--- config.mk ---
export PLATFORM = sky130hd
export DESIGN_NAME = uart_tx_arbiter_flat
export DESIGN_NICKNAME = d
export VERILOG_FILES = /design/src/rtl/uart_tx_arbiter_if.sv /design/src/rtl/uart_tx_arbiter.sv /design/src/flat_wrapper.sv
export SDC_FILE = /design/constraint.sdc
export NUM_CORES = 1
export LEC_CHECK = 0
export CAP_MARGIN = 40
export CORE_ASPECT_RATIO = 1.25
export CORE_MARGIN = 2
export CORE_UTILIZATION = 39
export DETAILED_ROUTE_END_ITERATION = 10
export GPL_TIMING_DRIVEN = 1
export PLACE_DENSITY_LB_ADDON = 0.1
export SYNTH_ARGS = -nofsm -noshare
export SYNTH_HDL_FRONTEND = slang
export SYNTH_SLANG_ARGS = --single-unit
--- constraint.sdc ---
create_clock -name div_clk -period 3.15 [get_ports div_clk]
set_clock_uncertainty 0.1 [all_clocks]
set_input_delay 0.315 -clock div_clk [delete_from_list [all_inputs] [get_ports div_clk]]
set_output_delay 0.315 -clock div_clk [all_outputs]
set_load 0.1 [all_outputs]
--- src/rtl/uart_tx_arbiter_if.sv ---
// Bundle between the word arbiter and its requesters/word transmitter.
// master = arbiter side, slave = requesters plus transmitter side.
interface uart_tx_arbiter_if #(
  parameter int N_REQ = 3
);
  localparam int GW = (N_REQ > 1) ? $clog2(N_REQ) : 1;

  logic [N_REQ-1:0]    req;
  logic [32*N_REQ-1:0] req_data;
  logic [N_REQ-1:0]    ack;
  logic                err;
  logic                busy;
  logic [GW-1:0]       grant_id;
  logic                tx_start;
  logic [31:0]         tx_data;
  logic                tx_done;

  modport master (
    input  req, req_data, tx_done,
    output ack, err, busy, grant_id, tx_start, tx_data
  );

  modport slave (
    output req, req_data, tx_done,
    input  ack, err, busy, grant_id, tx_start, tx_data
  );
endinterface

--- src/rtl/uart_tx_arbiter.sv ---
// Round-robin arbiter sharing one 32-bit word UART transmitter between N_REQ
// requesters, with a watchdog that aborts a send that never completes.
module uart_tx_arbiter #(
  parameter int N_REQ       = 3,
  parameter int TIMEOUT_CYC = 4096
) (
  input  logic              div_clk,
  input  logic              reset,
  uart_tx_arbiter_if.master bus,
  output logic [1:0]        dbg_state_o
);
  localparam int GW  = (N_REQ > 1) ? $clog2(N_REQ) : 1;
  localparam int WDW = (TIMEOUT_CYC > 0) ? $clog2(TIMEOUT_CYC + 1) : 1;
  localparam logic [WDW-1:0] WD_LIMIT = (TIMEOUT_CYC > 0) ? WDW'(TIMEOUT_CYC - 1) : '0;
  localparam logic [WDW-1:0] WD_SAT   = '1;
  localparam logic [GW-1:0]  LAST_RST = GW'(N_REQ - 1);

  typedef enum logic [1:0] {
    IDLE = 2'd0,
    SEND = 2'd1,
    ACK  = 2'd2
  } state_e;

  state_e             state_q, state_d;
  logic [GW-1:0]      last_q, last_d;
  logic [GW-1:0]      grant_id_q, grant_id_d;
  logic [31:0]        tx_data_q, tx_data_d;
  logic               tx_start_q, tx_start_d;
  logic [N_REQ-1:0]   ack_q, ack_d;
  logic               err_q, err_d;
  logic               busy_q, busy_d;
  logic [WDW-1:0]     wdog_q, wdog_d;

  logic [GW-1:0]      win;
  logic               win_vld;
  logic               wd_hit;

  // First set request after the last winner, wrapping modulo N_REQ.
  always_comb begin
    win     = '0;
    win_vld = 1'b0;
    for (int i = 1; i <= N_REQ; i++) begin
      if (!win_vld && bus.req[(int'(last_q) + i) % N_REQ]) begin
        win_vld = 1'b1;
        win     = GW'((int'(last_q) + i) % N_REQ);
      end
    end
  end

  assign wd_hit = (TIMEOUT_CYC != 0) && (wdog_q == WD_LIMIT);

  // Handshakes: req is a level held until its one-cycle ack; tx_start is a level
  // held until the transmitter's one-cycle tx_done (or a watchdog abort).
  always_comb begin
    state_d    = state_q;
    last_d     = last_q;
    grant_id_d = grant_id_q;
    tx_data_d  = tx_data_q;
    tx_start_d = tx_start_q;
    ack_d      = '0;
    err_d      = 1'b0;
    busy_d     = busy_q;
    wdog_d     = wdog_q;
    unique case (state_q)
      IDLE: begin
        if (win_vld) begin
          grant_id_d = win;
          last_d     = win;
          tx_data_d  = bus.req_data[32*int'(win) +: 32];
          tx_start_d = 1'b1;
          busy_d     = 1'b1;
          wdog_d     = '0;
          state_d    = SEND;
        end
      end
      SEND: begin
        // tx_done takes priority over a watchdog expiry in the same cycle.
        if (bus.tx_done || wd_hit) begin
          tx_start_d        = 1'b0;
          ack_d[grant_id_q] = 1'b1;
          err_d             = !bus.tx_done;
          state_d           = ACK;
        end else if (wdog_q != WD_SAT) begin
          wdog_d = wdog_q + 1'b1;
        end
      end
      ACK: begin
        busy_d  = 1'b0;
        state_d = IDLE;
      end
      default: state_d = IDLE;
    endcase
  end

  always_ff @(posedge div_clk) begin
    if (reset) begin
      state_q    <= IDLE;
      last_q     <= LAST_RST;
      grant_id_q <= '0;
      tx_data_q  <= '0;
      tx_start_q <= 1'b0;
      ack_q      <= '0;
      err_q      <= 1'b0;
      busy_q     <= 1'b0;
      wdog_q     <= '0;
    end else begin
      state_q    <= state_d;
      last_q     <= last_d;
      grant_id_q <= grant_id_d;
      tx_data_q  <= tx_data_d;
      tx_start_q <= tx_start_d;
      ack_q      <= ack_d;
      err_q      <= err_d;
      busy_q     <= busy_d;
      wdog_q     <= wdog_d;
    end
  end

  assign bus.ack      = ack_q;
  assign bus.err      = err_q;
  assign bus.busy     = busy_q;
  assign bus.grant_id = grant_id_q;
  assign bus.tx_start = tx_start_q;
  assign bus.tx_data  = tx_data_q;
  assign dbg_state_o  = state_q;
endmodule

--- src/flat_wrapper.sv ---
// flat-port wrapper written by rule: the top's interface ports become plain ports
module uart_tx_arbiter_flat 
#(
  parameter int N_REQ       = 3,
  parameter int TIMEOUT_CYC = 4096
)
  (div_clk, reset, dbg_state_o, bus_req, bus_req_data, bus_tx_done, bus_ack, bus_err, bus_busy, bus_grant_id, bus_tx_start, bus_tx_data);
  uart_tx_arbiter_if #(.N_REQ(N_REQ)) bus_i ();
  input  logic div_clk;
  input  logic reset;
  output logic [1:0] dbg_state_o;
  input wire logic [$bits(bus_i.req)-1:0] bus_req;
  input wire logic [$bits(bus_i.req_data)-1:0] bus_req_data;
  input wire logic [$bits(bus_i.tx_done)-1:0] bus_tx_done;
  output wire logic [$bits(bus_i.ack)-1:0] bus_ack;
  output wire logic [$bits(bus_i.err)-1:0] bus_err;
  output wire logic [$bits(bus_i.busy)-1:0] bus_busy;
  output wire logic [$bits(bus_i.grant_id)-1:0] bus_grant_id;
  output wire logic [$bits(bus_i.tx_start)-1:0] bus_tx_start;
  output wire logic [$bits(bus_i.tx_data)-1:0] bus_tx_data;
  assign bus_i.req = bus_req;
  assign bus_i.req_data = bus_req_data;
  assign bus_i.tx_done = bus_tx_done;
  assign bus_ack = bus_i.ack;
  assign bus_err = bus_i.err;
  assign bus_busy = bus_i.busy;
  assign bus_grant_id = bus_i.grant_id;
  assign bus_tx_start = bus_i.tx_start;
  assign bus_tx_data = bus_i.tx_data;
  uart_tx_arbiter #(.N_REQ(N_REQ), .TIMEOUT_CYC(TIMEOUT_CYC)) u_core (.div_clk(div_clk), .reset(reset), .bus(bus_i), .dbg_state_o(dbg_state_o));
endmodule
* Yosys cells after proc, flatten, opt, wreduce, memory -nomap -nowiden *
Cells that the tools add are included.

word-level totals
  bits in registers = 57
  input bits = 102
  output and inout bits = 42
  logic and storage cells = 76

cells by class
  add/sub/neg operators = 4
  div/mod/pow operators = 3
  order comparisons = 5
  eq/ne operators = 8
  shift-type cells = 1
  multiplexer cells = 28
  bitwise gates (word level) = 2
  reduce and logical (&&, ||, !) cells = 16

operators with widths
  kind                                                                      number
  32-bit by 4-bit < comparator with 1-bit output, second input constant     3
  32-bit by 3-bit remainder unit with 32-bit output, second input constant  3
  96-bit by 8-bit variable part select with 32-bit output                   1
  13-bit 2-to-1 mux                                                         3
  13-bit case mux with 2 select lines                                       1
  13-bit by 1-bit adder with 13-bit output, second input constant           1
  13-bit by 12-bit == test with 1-bit output, second input constant         1
  13-bit inequality test, second input constant                             1
  1-bit 2-to-1 mux                                                          12
  2-bit 2-to-1 mux                                                          5
  2-bit by 2-bit adder with 3-bit output, second input constant             2
  1-bit binary-select mux with 2-bit select                                 3
  2-bit by 1-bit inequality test with 1-bit output, second input constant   3
  2-bit AND reduction                                                       3
  1-bit case mux with 2 select lines                                        2
  2-bit case mux with 2 select lines                                        1
  4-bit AND reduction                                                       1
  2-bit nonzero test                                                        2
  2-bit by 1-bit adder with 3-bit output, second input constant             1
  1-bit logical AND                                                         3
  1-bit logical NOT                                                         3
  2-bit by 3-bit < comparator with 1-bit output, second input constant      1
  3-bit AND reduction                                                       1
  3-bit OR reduction                                                        1
  8 further kinds                                                           9

* Logic depth before layout (Yosys ltp) *
  depth after elaboration = 14
  depth in mapped cells = 11

* Worst setup path after synthesis *
No wires, ideal clock.

  path type = reg2reg
  start = register u_core.state_q[0] (netlist: u_core.dbg_state_o[0])
  end = register u_core.tx_data_q[23] (netlist: u_core.bus.tx_data[23])
  setup time = 130 ps
  arrival = 2,364 ps
  slack = 556 ps
  stages on the path, launching flop included = 9
  cells stage by stage = dfxtp_1 or2_0 clkbuf_1 nor2_1 a31o_2 buf_2 clkbuf_1 a22oi_1 o22ai_1

on the way
  word-level cells in the longest chain between the ends = 2

RTL lines
  item                                  line                    text
  start, declared                       uart_tx_arbiter.sv:24   state_e state_q, state_d;
  start signal, assigned                uart_tx_arbiter.sv:107  state_q <= state_d;
  2-bit logical NOT                     uart_tx_arbiter.sv:64   unique case (state_q)
  2-bit AND reduction (no source line)  n/a
  end signal, assigned                  uart_tx_arbiter.sv:110  tx_data_q <= tx_data_d;
  end, declared                         uart_tx_arbiter.sv:27   logic [31:0] tx_data_q, tx_data_d;

Every way passes these cells.
A chain may end at the register's enable or synchronous reset.

==> results.yml <==
outcome:
  outcome: "completed"
worst_setup_path:
  crit_buf_inv: 2
  path_cells: "inv_1 > ha_1 > inv_1 > nor4b_1 > a31o_2 > a31o_2 > a21boi_0 > a2111oi_2"
  critPathRequiredTime_ns: 3.24
  crit_type: "flop to flop"
  crit_path_start_kind: "flop"
  rr_endpoint: "u_core.bus.tx_data[7]$_SDFFE_PP0P_"
  crit_family: "compound AO/OA/AOI/OAI gates"
  r2r-start: "u_core.bus.grant_id[0]$_SDFFE_PP0P_"
  crit_path_end_kind: "flop"
  r2r_setup_slack_ns: 0.37
  slowest_delay_ns: 0.59
  cp_slowest_cell: "a31o_2"
  worstPathArrival_ns: 2.88
  reg2regPathDepth: 8
  crit_fanout: 32
synthesis:
  synth_top_area_frac: 0.375
  synth_seq_area_share: 0.375
  async_flop_share: 0
  synth_edf_count: 0
  synth_warnings: 0
  avgSynthCellArea_um2: 9.39
  synth_area_leader_cell: "dfxtp_1"
  syn_inst: 318
  yosys_register_bits: 56
  syn_nets: 425
  ys.flop_type: "dfxtp_1"
  synth_area_leaders: "dfxtp_1 (38%), mux2i_1 (11%), a2111oi_2 (5.0%)"
  syn_area_um2: 2990
  ys_types: 47
clock_tree:
  clock_latency_ns: 0.32
  clock_path_buffers: 2
  cts_hold_buf: 0
  post_cts_resize_count: 0
  cts_sinks: 56
  post_cts_buffers: 0
  cts_tree: "built"
  cts_buffers: 5
  cts-root-buf: "clkbuf_8"
  cts_max_level: 2
  cts.reportedPaths.clkPinSlew_ns: 0.10
drt:
  drt_iter0_markers: 92
  detail_route.wl_per_cell_um: 15.6
  route.detailed.drc: 0
  ant_nets: 0
  dr.pass1.iters: 4
  num_vias: 3023
  vias_per_cell: 5.30
  wl_mm: 8.90
final_layout:
  nets: 584
  fillers: 644
  multi_input_area_um2: 1700
  drive_gt1_frac: 0.167
  seqCellArea_um2: 1120
  n_antenna_cell: 0
  area_growth_syn_to_layout_pct: 65.6
floorplanning:
  fp.dieH_um: 102
  die_area_um2: 8380
  die_x_um: 82.3
  start_util: 0.404
  fp.coreArea_um2: 7400
  num_rows: 35
  ios: 144
grt:
  grt_usage: 0.222
  grt_pass1_vias: 3001
  globalRouteOverflowTotal: 0
  grt_pass1_wl_mm: 14.5
  grt_start_max_net_pins: 33
  grt_antenna_before_repair: 0
pwr:
  vdd_ir_drop_max_v: 0.00124
  p_per_area_nw_per_um2: 1230
  power_w: 0.00606
  leakagePower_nw: 1.97
placement:
  gp_congestion: 0.884
  place_hpwl_mm: 6.72
  io_buffer_count: 143
hold_path:
  hold_end: "u_core.wdog_q[1]$_SDFFE_PP0P_"
  timing.hold.worst.class: "primary input to flop"
  worstHoldStart: "reset"
  whs_path_depth: 2
sta:
  relSlewSlack: 0.548
  rsz0062_at_grt: "no"
  period_needed_ns: 2.78
  drv_slew: 0
  max_freq_mhz: 360
  setup_viol: 0
  tightest_slew_ns: 0.678
  fin_crit_sh: 0.883
  setup_tns_ns: 0
  hold_violations: 0
run:
  max_cap_violations: 0
==> synthesized netlist by cell type, types with 4 or more instances <==
master and instances:
xnor2_1 4, a21oi_1 8, inv_1 10, nor3_1 6, nor2_1 40, nand3_1 9, buf_6 4, dfxtp_1 56
nand2b_1 4, xor2_1 6, a2111oi_2 10, o22ai_1 19, a22oi_1 19, o21ai_0 6, nand2_1 6, buf_2 4
ha_1 5, a2111oi_0 4, a21boi_0 13, nor2b_1 4, nand4_1 5, clkbuf_1 14, mux2i_1 34
==> report_power, final <==
group	total (W)	leakage, nW	internal [W]	switching (W)
Combinational	0.00449	1.45	0.00159	0.00289
Clock	0.000487	0.0583	0.000240	0.000247
Sequential	0.00109	0.460	0.000946	0.000144
==> per-stage QoR <==
stage | utilization | worst slack [ns] | area [um^2] | instances | hold WS [ns]
floorplan | - | 0.556 | 2990 | 318 | 0.287
global placement | 0.599 | 0.488 | 4430 | 538 | 0.330
detailed placement | 0.652 | 0.379 | 4830 | 562 | 0.346
CTS | 0.668 | 0.362 | 4940 | 570 | 0.253
global route | 0.668 | 0.0635 | 4940 | 570 | 0.283
finish | 0.668 | 0.369 | 4940 | 570 | 0.261
==> cell type report <==
cell class              count  area share
repair buffers            176       0.376
multi-input cells         228       0.343
flip-flops and latches     56       0.227
well taps                  92      0.0233
clock buffers               5      0.0139
clock inverters             3     0.00962
inverters                  10     0.00759
==> worst max path at each step <==
stage | slack (ns) | depth (start not counted) | to | startpoint
2_1_floorplan | 0.56 | 8 | u_core.bus.tx_data[23]$_SDFFE_PP0P_ | u_core.dbg_state_o[0]$_SDFFE_PP0P_
3_3_place_gp | 0.49 | 8 | u_core.bus.tx_data[4]$_SDFFE_PP0P_ | u_core.bus.grant_id[0]$_SDFFE_PP0P_
3_5_place_dp | 0.38 | 8 | u_core.bus.tx_data[0]$_SDFFE_PP0P_ | u_core.bus.grant_id[0]$_SDFFE_PP0P_
4_1_cts | 0.36 | 8 | u_core.bus.tx_data[0]$_SDFFE_PP0P_ | u_core.bus.grant_id[0]$_SDFFE_PP0P_
5_1_grt | 0.06 | 8 | u_core.bus.tx_data[1]$_SDFFE_PP0P_ | u_core.bus.grant_id[0]$_SDFFE_PP0P_
6_report | 0.37 | 8 | u_core.bus.tx_data[7]$_SDFFE_PP0P_ | u_core.bus.grant_id[0]$_SDFFE_PP0P_
==> cell usage in the layout, fill, tap and decap left out, drive strengths merged, types with 6 or more instances in the layout <==
master / count
a2111oi: 14
a21boi: 13
a21oi: 9
a22oi: 19
buf: 52
clkdlybuf4s50: 124
dfxtp: 56
inv: 10
mux2i: 35
nand2: 6
nand3: 9
nor2: 40
nor3: 6
o21ai: 7
o22ai: 19
xor2: 6
==> flip-flops by register name (all words and copies together) (netlist names) <==
signal,count
u_core.bus.busy,1
u_core.bus.grant_id,2
u_core.bus.err,1
u_core.wdog_q,13
u_core.bus.tx_data,32
u_core.last_q,1
u_core.bus.tx_start,1
u_core.bus.ack,3
u_core.dbg_state_o,2
==> metal layers <==
| layer | up-vias | track usage | part of all wire |
|---|---|---|---|
| li1 | 1495 | - | - |
| met1 | 1404 | 0.262 | 0.39 |
| met2 | 106 | 0.390 | 0.51 |
| met3 | 18 | 0.0459 | 0.075 |
| met4 | 0 | 0.0859 | 0.029 |
| met5 | - | 0 | 0 |
==> cell families after synthesis <==
| family | Yosys count | share of synthesized area |
|---|---|---|
| AND/OR/NAND/NOR | 85 | 0.136 |
| buffers and inverters | 34 | 0.0570 |
| multiplexers | 37 | 0.130 |
| adder cells (fa/ha/maj) | 5 | 0.0209 |
| AO/OA/AOI/OAI | 91 | 0.251 |
| XOR/XNOR | 10 | 0.0293 |
| flip-flops | 56 | 0.375 |
Note: power is estimated with default switching activity, not from simulation.
